## src/rtl/pc_sequencer_pkg.sv

```systemverilog
// Shared defaults and state encoding for the program-counter sequencer.
package pc_sequencer_pkg;

   localparam int unsigned PcsXlen      = 64;
   localparam int unsigned PcsImemDepth = 1024;
   localparam logic [63:0] PcsResetPc   = 64'h0;

   // Sequencer state; encodings are visible on the state output.
   typedef enum logic [1:0] {
      StIdle  = 2'b00,
      StRun   = 2'b01,
      StHalt  = 2'b10,
      StFault = 2'b11
   } pcs_state_e;

endpackage

```

## src/rtl/pc_addr_check.sv

```systemverilog
// Combinational fetch-address check: word aligned and inside instruction memory.
module pc_addr_check #(
   parameter int unsigned XLEN       = 64,
   parameter int unsigned IMEM_DEPTH = 1024
) (
   input  logic [XLEN-1:0] addr,
   output logic            valid
);

   localparam logic [XLEN-1:0] LastWord = XLEN'(IMEM_DEPTH - 1);

   logic [XLEN-1:0] word_idx;

   // Full-width word index so high address bits can never alias into range.
   assign word_idx = {2'b00, addr[XLEN-1:2]};
   assign valid    = (addr[1:0] == 2'b00) && (word_idx <= LastWord);

endmodule

```

## src/rtl/pc_sequencer.sv

```systemverilog
// Program counter owner and instruction-fetch sequencer for the single-issue core.
module pc_sequencer
   import pc_sequencer_pkg::*;
#(
   parameter int unsigned     XLEN       = PcsXlen,
   parameter int unsigned     IMEM_DEPTH = PcsImemDepth,
   parameter logic [XLEN-1:0] RESET_PC   = PcsResetPc[XLEN-1:0]
) (
   input  logic            clk,
   input  logic            rst_n,
   input  logic            start,
   input  logic            stall,
   input  logic            redirect_valid,
   input  logic [XLEN-1:0] redirect_pc,
   input  logic            halt_req,
   output logic [XLEN-1:0] pc,
   output logic [9:0]      imem_addr,
   output logic            fetch_valid,
   output logic            flush,
   output logic            inv_addr,
   output logic [1:0]      state,
   output logic [31:0]     fetch_count
);

   pcs_state_e      state_q, state_d;
   logic [XLEN-1:0] pc_q, pc_d;
   logic            flush_q, flush_d;
   logic            inv_q, inv_d;
   logic [31:0]     fetch_count_q;
   logic [XLEN-1:0] cand_pc;
   logic            cand_ok;

   // Redirect target beats the sequential successor as the candidate next PC.
   assign cand_pc = redirect_valid ? redirect_pc : pc_q + XLEN'(4);

   pc_addr_check #(
      .XLEN       (XLEN),
      .IMEM_DEPTH (IMEM_DEPTH)
   ) u_addr_check (
      .addr  (cand_pc),
      .valid (cand_ok)
   );

   // Next-state logic: halt > redirect > stall > sequential while running.
   always_comb begin
      state_d = state_q;
      pc_d    = pc_q;
      flush_d = 1'b0;
      inv_d   = inv_q;
      unique case (state_q)
         StIdle: begin
            if (start) begin
               state_d = StRun;
            end
         end
         StRun: begin
            if (halt_req) begin
               state_d = StHalt;
            end else if (redirect_valid || !stall) begin
               pc_d    = cand_pc;
               flush_d = redirect_valid;
               if (!cand_ok) begin
                  // Park on the offending address so software can see it.
                  state_d = StFault;
                  inv_d   = 1'b1;
                  flush_d = 1'b1;
               end
            end
         end
         StHalt:  ;
         StFault: ;
      endcase
   end

   // State, PC, flush and sticky fault registers.
   always_ff @(posedge clk or negedge rst_n) begin
      if (!rst_n) begin
         state_q <= StIdle;
         pc_q    <= RESET_PC;
         flush_q <= 1'b0;
         inv_q   <= 1'b0;
      end else begin
         state_q <= state_d;
         pc_q    <= pc_d;
         flush_q <= flush_d;
         inv_q   <= inv_d;
      end
   end

   // Saturating count of cycles that issued a fetch.
   always_ff @(posedge clk or negedge rst_n) begin
      if (!rst_n) begin
         fetch_count_q <= 32'h0;
      end else if (fetch_valid && (fetch_count_q != 32'hFFFF_FFFF)) begin
         fetch_count_q <= fetch_count_q + 32'h1;
      end
   end

   assign fetch_valid = (state_q == StRun) && !stall;
   assign imem_addr   = pc_q[11:2];
   assign pc          = pc_q;
   assign flush       = flush_q;
   assign inv_addr    = inv_q;
   assign state       = state_q;
   assign fetch_count = fetch_count_q;

endmodule

```

## config.mk

```make
export PLATFORM = sky130hd
export DESIGN_NAME = pc_sequencer
export DESIGN_NICKNAME = d
export VERILOG_FILES = /design/src/rtl/pc_sequencer_pkg.sv /design/src/rtl/pc_addr_check.sv /design/src/rtl/pc_sequencer.sv
export SDC_FILE = /design/constraint.sdc
export NUM_CORES = 1
export LEC_CHECK = 0
export CORE_MARGIN = 5
export CORE_UTILIZATION = 35
export DETAILED_ROUTE_END_ITERATION = 8
export HOLD_SLACK_MARGIN = 0.05
export PLACE_DENSITY = 0.71
export SLEW_MARGIN = 40
export SYNTH_ARGS = -nofsm -noshare
export SYNTH_HDL_FRONTEND = slang
export SYNTH_SLANG_ARGS = --single-unit
```

## constraint.sdc

```tcl
create_clock -name clk -period 3.2 [get_ports clk]
set_clock_uncertainty 0.1 [all_clocks]
set_input_delay 0.96 -clock clk [delete_from_list [all_inputs] [get_ports clk]]
set_output_delay 0.96 -clock clk [all_outputs]
set_load 0.03 [all_outputs]
```

=== Word-level counts from Yosys, hierarchy flattened ===
Index checks and enable logic that the tools add are counted.
Widths: inputs -> output; s select.

* Memories: 0
* Latch bits: 0
* Bits in registers: 100
* Output and inout port bits: 111
* Bits in read-only memories: 0
* Input bits: 70
* Word-level logic and storage cells: 36
* RAM bits: 0

* $add $sub $neg: 2
* Shift operators: 0
* Divide/modulo/power cells: 0
* Bitwise gates (word level): 2
* Order comparisons: 1
* Equal/unequal tests: 5
* Reductions and logical operators: 11
* Multiplexer cells: 10
* Multiply operators: 0

{| class="wikitable"
|+ Operators by type and width
! cell !! number
|-
| $add 64x3->64 const B || 1
|-
| $mux 64 || 1
|-
| $le 62x10->1 const B || 1
|-
| $add 32x1->32 const B || 1
|-
| $ne 32x32->1 const B || 1
|-
| $mux 2 || 4
|-
| $reduce_and 4->1 || 2
|-
| $ne 3x3->1 const B || 2
|-
| $logic_not 2->1 || 2
|-
| $mux 1 || 4
|-
| $pmux 2 s2 || 1
|-
| $logic_and 1x1->1 || 3
|-
| $reduce_and 3->1 || 1
|-
| $eq 2x1->1 const B || 1
|-
| $ne 2x2->1 const B || 1
|-
| $not 1->1 || 2
|-
| $reduce_bool 2->1 || 1
|-
| $logic_not 1->1 || 1
|-
| $logic_or 1x1->1 || 1
|}

=== Longest topological paths before layout ===
Gate-level depths: netlist (run 1).

* Word-level depth: 8
* Mapped depth: 12
* Gate-level depth less buffers: 10

=== Cells and area by module ===
From an unflattened synthesis (run 1), not the netlist that was laid out.

* Cells, all modules: 956
* Area total of the unflattened synthesis: 7683.6 um2

{| class="wikitable"
|+ By module, submodules not included
! module !! cells each !! area an instance (um2) !! times used !! seq. area each (um2)
|-
| pc_sequencer || 937 || 7557.2 || 1 || 2502.4
|-
| pc_addr_check || 19 || 126.4 || 1 || 0.0
|}

=== Least setup slack after synthesis (run 1) ===
OpenSTA, ideal clock, no wires.

* Path type: register to register
* Start point: register pc_q[26], in the netlist pc[26]
* End point: register flush_q, in the netlist flush
* Library setup time: 137 ps
* Clock period less this slack: 3291 ps
* Path buffers: 2
* Slack: -91 ps
* Arrival: 3054 ps
* Required time: 2963 ps
* Stages on the path, launching flop included: 12
* Path through: dfrtp_1 clkbuf_1 and4_1 clkbuf_1 nand3_1 nor3_1 and3_1 xnor2_1 a31oi_1 or4b_1 nor4_2 a21oi_1

* Cells in the longest elaborated chain, start to end: 8

{| class="wikitable"
|+ Ends and longest elaborated chain
! element !! line !! RTL
|-
| from (decl) || pc_sequencer.sv:26 || <nowiki>logic [XLEN-1:0] pc_q, pc_d;</nowiki>
|-
| from (signal assigned) || pc_sequencer.sv:84 || <nowiki>pc_q <= pc_d;</nowiki>
|-
| $add 64x3->64 || pc_sequencer.sv:34 || <nowiki>assign cand_pc = redirect_valid ? redirect_pc : pc_q + XLEN'(4);</nowiki>
|-
| $mux 64 || pc_sequencer.sv:34 ||
|-
| $le 62x10->1 || pc_addr_check.sv:16 || <nowiki>assign valid = (addr[1:0] == 2'b00) && (word_idx <= LastWord);</nowiki>
|-
| $logic_and 1x1->1 || pc_addr_check.sv:16 ||
|-
| $mux 1 || pc_sequencer.sv:62 || <nowiki>if (!cand_ok) begin</nowiki>
|-
| $mux 1 || pc_sequencer.sv:59 || <nowiki>end else if (redirect_valid || !stall) begin</nowiki>
|-
| $mux 1 || pc_sequencer.sv:57 || <nowiki>if (halt_req) begin</nowiki>
|-
| $mux 1 || pc_sequencer.sv:50 || <nowiki>unique case (state_q)</nowiki>
|-
| net flush_d || pc_sequencer.sv:27 || <nowiki>logic flush_q, flush_d;</nowiki>
|-
| to (signal assigned) || pc_sequencer.sv:85 || <nowiki>flush_q <= flush_d;</nowiki>
|-
| to (decl) || pc_sequencer.sv:27 ||
|}

The timed path passes the listed nets, and every way through them passes these cells.
A chain may end at the register's enable or synchronous reset.

=== Final worst setup path (run 1) ===
* Start point: register pc_q[2], in the netlist pc[2]
* End point: register state_q[1], in the netlist state[1]

* Cells in the longest elaborated chain, start to end: 6

{| class="wikitable"
|+ Ends and longest elaborated chain
! element !! line !! RTL
|-
| $add 64x3->64 || pc_sequencer.sv:34 ||
|-
| $mux 64 || pc_sequencer.sv:34 ||
|-
| $le 62x10->1 || pc_addr_check.sv:16 ||
|-
| $logic_and 1x1->1 || pc_addr_check.sv:16 ||
|-
| $ne 3x3->1 (no source line) || n/a ||
|-
| $reduce_and 4->1 (no source line) || n/a ||
|-
| to (signal assigned) || pc_sequencer.sv:78 || <nowiki>state_q <= StIdle;</nowiki>
|-
| to (signal assigned) || pc_sequencer.sv:83 || <nowiki>state_q <= state_d;</nowiki>
|-
| to (decl) || pc_sequencer.sv:25 || <nowiki>pcs_state_e state_q, state_d;</nowiki>
|}

Every way passes these cells.

==> key figures, run 1 <==
Layout
  • Area delta synth->final: 52.5%
  • Fill cells: 1817
  • ANT cells: 0
  • Final cell utilization of the core: 0.546
  • Post-Layout Cell Count: 1413
  • Design Area, Final: 10700 µm²
  • Ratio of cells with drive above 1 in the final layout: 0.211
  • Final net count: 1215

Critical path
  • Top delay family on crit path: simple AND/OR/NAND/NOR gates
  • Startpoint types: flop
  • Worst path buffer plus inverter count: 3
  • Slowest CP cell: dfrtp_2
  • Critical path type: reg2reg
  • Critical path required time: 3.35 ns
  • Crit path largest cell delay: 0.36 ns
  • Maximum fanout along the worst path: 6
  • Worst-path cell chain: ha_1, buf_4, nand4_1, nor3_4, buf_6, nand4_1, buf_4, o31a_1, o31ai_4, nand3_1, nor4_1, and4_1, a221oi_2
  • Endpoint type of the worst setup path: flop
  • WP data arrival: 3.24 ns

Placed design
  • Gpl congestion: 0.993
  • Count of placed standard cells including taps: 1393
  • Final HPWL DP: 22100 µm
  • I/O Buffers: 180
  • Pre-CTS WS: -0.700 ns
  • Placement Cell Area: 10200 µm²

Pwr
  • Pwr/cell area: 352 nW/µm²
  • VDD IR max: 0.333 mV
  • P_leak: 4.43 nW
  • Final Power: 3.76 mW

Detailed routing
  • 1st-iter DRT viols: 841
  • Routed length per instance: 20.1 µm
  • Antenna viol nets, final: 0
  • Drt total wl: 28400 µm
  • Via density per instance: 5.71
  • Vias: 8066
  • DRC errors left: 0
  • Initial DRT Pass Iterations: 5

Floorplan
  • Core area: 19600 µm²
  • Initial Util: 0.358
  • Io pins: 181
  • Die Width: 152 µm
  • Die ar.: 23000 µm²
  • Die Ht: 152 µm
  • Row count: 51

Clocking
  • Max Root-Sink Buffers: 2
  • CTS tree: done
  • Clock Pin Slew Worst Setup and Hold Paths: 0.08 ns
  • CTS Hold Buffers Added: 0
  • Clock buffer count from CTS: 9
  • H-tree Lvls: 3
  • Skew-Pair Late Insertion Delay: 0.36 ns
  • Root Buffer: clkbuf_16
  • Clock sink count: 100

GRT
  • Vias in the first global route: 7783
  • Met1 Use GR: 0.332
  • First-pass GRT wire length: 43500 µm
  • Largest net degree at the start of global routing: 41
  • Met3 Use GR: 0.0503
  • Grt ovf: 0
  • Initial antenna violation count: 0
  • Met2 GRT Util: 0.382
  • Total global-route track usage: 0.244
  • Global route hottest layer: met2

Synthesis
  • Post-synth EDFFs: 0
  • Netlist cell types: 68
  • Mapped Nets: 918
  • Ys Warns: 0
  • Syn_area_per_cell: 8.30 µm²
  • Asr flop ratio synth: 1.00
  • Syn Inst Count: 846
  • Register area share after synthesis: 0.357
  • Yosys reg bits: 100
  • Top_reg_cell synth: dfrtp_1
  • Cell Area, Synth: 7020 µm²

Timing
  • Hold slack: 0.389 ns
  • Fin worst setup slack: 0.102 ns
  • Fmax: 323 MHz
  • Max_slew headroom: 0.557
  • Setup TNS Final: 0 ns
  • Fin. max-slew vios: 0
  • Final hold violations: 0
  • Finish-stage setup viols: 0
  • Min Tclk post-route: 3.10 ns
  • Worst-margin pin slew: 0.662 ns
  • Fin crit share: 0.968

Run status
  • Run status: finished clean

Flow run
  • Max-cap violation count: 0

Worst hold path
  • HP Class: reg2reg
## cell families (layout without fill, tap and decap cells)
| kind of cell | Yosys count | count (layout) | share of synthesized area |
|---|---|---|---|
| AND/OR/NAND/NOR | 390 | 390 | 0.301 |
| AO/OA/AOI/OAI | 196 | 196 | 0.180 |
| flip-flops | 100 | 100 | 0.357 |
| buffers and inverters | 74 | 376 | 0.0490 |
| XOR/XNOR | 60 | 60 | 0.0749 |
| multiplexers | 24 | 24 | 0.0349 |
| adder cells (fa/ha/maj) | 2 | 2 | 0.00357 |
## synth_stat cells, types with 9 or more instances
cell type	number	share of area
a21oi_1	45	0.032
a22oi_1	14	0.015
and3_1	11	0.0098
and4_1	20	0.025
buf_4	13	0.014
clkbuf_1	38	0.020
dfrtp_1	100	0.36
inv_1	10	0.0053
mux2i_1	20	0.029
nand2_1	102	0.055
nand3_1	55	0.039
nand4_1	34	0.030
nor2_1	55	0.029
nor3_1	34	0.024
nor4_1	29	0.026
o21ai_0	68	0.048
o22ai_1	9	0.0080
xnor2_1	36	0.045
xor2_1	24	0.030
## cell type report
type / count / area (µm²) / area share
clock buffer: 9 / 225 / 0.0210
sequential: 100 / 2510 / 0.234
clock inverter: 7 / 106 / 0.00994
timing repair buffer: 350 / 3140 / 0.293
tap: 265 / 332 / 0.0310
inverter: 10 / 37.5 / 0.00351
multi-input combinational: 672 / 4360 / 0.407
## state kept, by name, indices dropped and copies added (netlist names)
signal / cells
flush: 1
state: 2
pc: 64
inv_addr: 1
fetch_count: 32
## final timing paths
check	startpoint	end	slack (ns)	depth (start not counted)
max	pc[2]$_DFFE_PN0P_	state[1]$_DFFE_PN0P_	0.10	13
min	fetch_count[3]$_DFFE_PN0P_	fetch_count[3]$_DFFE_PN0P_	0.39	1
max reg2reg	pc[2]$_DFFE_PN0P_	state[1]$_DFFE_PN0P_	0.10	13
min reg2reg	fetch_count[3]$_DFFE_PN0P_	fetch_count[3]$_DFFE_PN0P_	0.39	1
max in group asynchronous	rst_n	fetch_count[4]$_DFFE_PN0P_	1.73	2
min in group asynchronous	rst_n	fetch_count[21]$_DFFE_PN0P_	0.48	1
## layer usage
layer	part of all wire	wire, µm	vias to the layer above
met5	0	0	-
met4	0.035	996	0
met3	0.088	2510	72
met2	0.45	12800	411
met1	0.43	12100	3841
li1	-	-	3742
## report_power, final
part / switching (mW) / leakage [nW] / internal (mW)
Clock: 0.557 / 0.156 / 0.701
Sequential: 0.0939 / 1.29 / 1.34
Combinational: 0.583 / 2.99 / 0.488
## cells in the final DEF, fill, tap and decap left out, types with 14 or more instances in the layout
master,Yosys,layout
clkdlybuf4s50_1,0,172
buf_4,13,166
nand2_1,102,101
dfrtp_1,100,96
o21ai_0,68,68
nand3_1,55,55
nor2_1,55,53
a21oi_1,45,44
xnor2_1,36,36
nand4_1,34,34
nor3_1,34,30
nor4_1,29,25
xor2_1,24,24
and4_1,20,19
mux2i_1,20,19
a22oi_1,14,14
## repair_timing
item / 4_1_cts / 5_1_grt
setup endpoints to repair: 3 / 3
buffers inserted: 0 / 4
gates resized for setup: 5 / 34
pin swaps: 0 / 14
gates cloned: 0 / 1
Power figures use the tool's default switching activity.
==> run 2, diff against run 1 <==
Settings changed: PLACE_DENSITY 0.71 to 0.69.
Clock period 3.2 ns to 3.3 ns, I/O delays scaled along.
==> key figures, run 2 (synthesized netlist as in run 1, its figures left out) <==
Run status
  • Run status: finished clean (unchanged)

Layout
  • Final net count: 1183 (was 1215)
  • Most frequent cells in the layout: clkdlybuf4s50_1 (173), buf_4 (136), nand2_1 (102), dfrtp_1 (100), o21ai_0 (68) (was clkdlybuf4s50_1 (172), buf_4 (166), nand2_1 (101), dfrtp_1 (96), o21ai_0 (68))
  • Storage cell area: 2500 µm² (was 2510 µm²)
  • Fill cells: 1896 (was 1817)
  • Most common cell after layout, fill and taps aside: clkdlybuf4s50_1 (unchanged)
  • ANT cells: 0 (unchanged)
  • Multi-input combinational cell area: 4250 µm² (was 4360 µm²)
  • Final cell utilization of the core: 0.527 (was 0.546)
  • Area delta synth->final: 47.0% (was 52.5%)
  • Max FFs per register: 64 (unchanged)
  • Ratio of cells with drive above 1 in the final layout: 0.176 (was 0.211)

Critical path
  • Endpoint type of the worst setup path: flop (unchanged)
  • Critical path type: reg2reg (unchanged)
  • Startpoint types: flop (unchanged)
  • Maximum fanout along the worst path: 7 (was 6)
  • Critical path required time: 3.43 ns (was 3.35 ns)
  • WP data arrival: 3.40 ns (was 3.24 ns)

Clocking
  • Clock Pin Slew Worst Setup and Hold Paths: 0.08 ns (about the same)
  • CTS tree: done (unchanged)
  • Clock buffer count from CTS: 9 (unchanged)
  • Skew-Pair Late Insertion Delay: 0.37 ns (was 0.36 ns)
  • Max Root-Sink Buffers: 2 (unchanged)
  • Root Buffer: clkbuf_16 (unchanged)
  • CTS Hold Buffers Added: 0 (unchanged)
  • Clock sink count: 100 (unchanged)
  • H-tree Lvls: 3 (unchanged)

Detailed routing
  • Drt total wl: 27800 µm (was 28400 µm)
  • Routed length per instance: 20.1 µm (about the same)
  • Via density per instance: 5.71 (about the same)
  • DRC errors left: 0 (unchanged)
  • Vias: 7885 (was 8066)
  • 1st-iter DRT viols: 878 (was 841)
  • Initial DRT Pass Iterations: 6 (was 5)
  • Antenna viol nets, final: 0 (unchanged)

GRT
  • Vias in the first global route: 7388 (was 7783)
  • First-pass GRT wire length: 42000 µm (was 43500 µm)
  • Largest net degree at the start of global routing: 64 (was 41)
  • Grt ovf: 0 (unchanged)
  • Initial antenna violation count: 0 (unchanged)
  • Total global-route track usage: 0.237 (was 0.244)

Timing
  • Unrepaired setup endpoints after global routing: no
  • Min Tclk post-route: 3.26 ns (was 3.10 ns)
  • Final hold violations: 0 (unchanged)
  • Fin worst setup slack: 0.0363 ns (was 0.102 ns)
  • Setup TNS Final: 0 ns (unchanged)
  • Worst-margin pin slew: 0.658 ns (was 0.662 ns)
  • Fin. max-slew vios: 0 (unchanged)
  • Fin crit share: 0.989 (was 0.968)
  • Finish-stage setup viols: 0 (unchanged)
  • Max_slew headroom: 0.558 (was 0.557)
  • Fmax: 306 MHz (was 323 MHz)

Placed design
  • Final HPWL DP: 21500 µm (was 22100 µm)
  • I/O Buffers: 180 (unchanged)
  • Gpl congestion: 0.976 (was 0.993)
  • Pre-CTS WS: -0.484 ns (was -0.700 ns)

Pwr
  • Final Power: 3.47 mW (was 3.76 mW)
  • P_leak: 4.20 nW (was 4.43 nW)
  • Pwr/cell area: 336 nW/µm² (was 352 nW/µm²)
  • VDD IR max: 0.245 mV (was 0.333 mV)

Floorplan
  • Row count: 51 (unchanged)
  • Core area: 19600 µm² (unchanged)
  • Initial Util: 0.358 (unchanged)
  • Die ar.: 23000 µm² (unchanged)
  • Io pins: 181 (unchanged)
  • Die Width: 152 µm (unchanged)
  • Die Ht: 152 µm (unchanged)

Flow run
  • Max-cap violation count: 0 (unchanged)

Worst hold path
  • HP Class: reg2reg (unchanged)
## run 2: critical path: stages (launching register included)
cell and delay, ns:
dfrtp_1 0.49, nand4_2 0.26, nor4_4 0.46, nand4_1 0.35, o31a_1 0.43, o41ai_4 0.42
nand4_1 0.20, nor4_2 0.30, a21oi_1 0.11
## run 2: worst paths after layout
check | from | end | slack (ns) | depth (start not counted)
worst max-delay path | pc[15]$_DFFE_PN0P_ | flush$_DFF_PN0_ | 0.04 | 8
worst min-delay path | fetch_count[29]$_DFFE_PN0P_ | fetch_count[29]$_DFFE_PN0P_ | 0.40 | 1
worst max register to register | pc[15]$_DFFE_PN0P_ | flush$_DFF_PN0_ | 0.04 | 8
worst min register to register | fetch_count[29]$_DFFE_PN0P_ | fetch_count[29]$_DFFE_PN0P_ | 0.40 | 1
max in group asynchronous | rst_n | pc[43]$_DFFE_PN0P_ | 1.85 | 2
min in group asynchronous | rst_n | fetch_count[11]$_DFFE_PN0P_ | 0.49 | 1
## run 2: where the power goes
part           internal [mW]  switching (mW)
registers               1.30          0.0986
logic                  0.446           0.543
clock network          0.531           0.552
total                   2.28            1.19
## run 2: layout make-up
class	instances	share of cell area
repair buffers	318	0.281
inverters	10	0.00364
clock buffers	9	0.0218
flip-flops and latches	100	0.243
well taps	265	0.0321
clock inverters	7	0.00631
multi-input cells	672	0.412
## run 2: what timing repair did
action,in CTS,in global routing
setup endpoints to repair,3,3
setup buffers,0,3
pin swaps,2,8
resized for setup,4,14
## run 2: metal layers
| metal | vias to the layer above | GRT usage | wire length [µm] |
|---|---|---|---|
| li1 | 3685 | - | - |
| met1 | 3749 | 0.331 | 11800 |
| met2 | 396 | 0.370 | 12600 |
| met3 | 55 | 0.0413 | 2600 |
| met4 | 0 | 0.0822 | 840 |
| met5 | - | 0 | 0 |
## run 2: per-stage QoR
stage | std cells | hold slack (ns) | instance area [µm²]
floorplan | 846 | 0.558 | 7020
CTS | 1378 | 0.391 | 10200
global placement | 1362 | 0.373 | 9920
finish | 1381 | 0.397 | 10300
detailed placement | 1362 | 0.379 | 9920
global route | 1381 | 0.412 | 10300
==> run 3, diff against run 2 <==
Settings changed: SKIP_LAST_GASP set to 1.
==> results of run 3 <==
The final DEF is identical to that of run 2; final timing and power are the same.
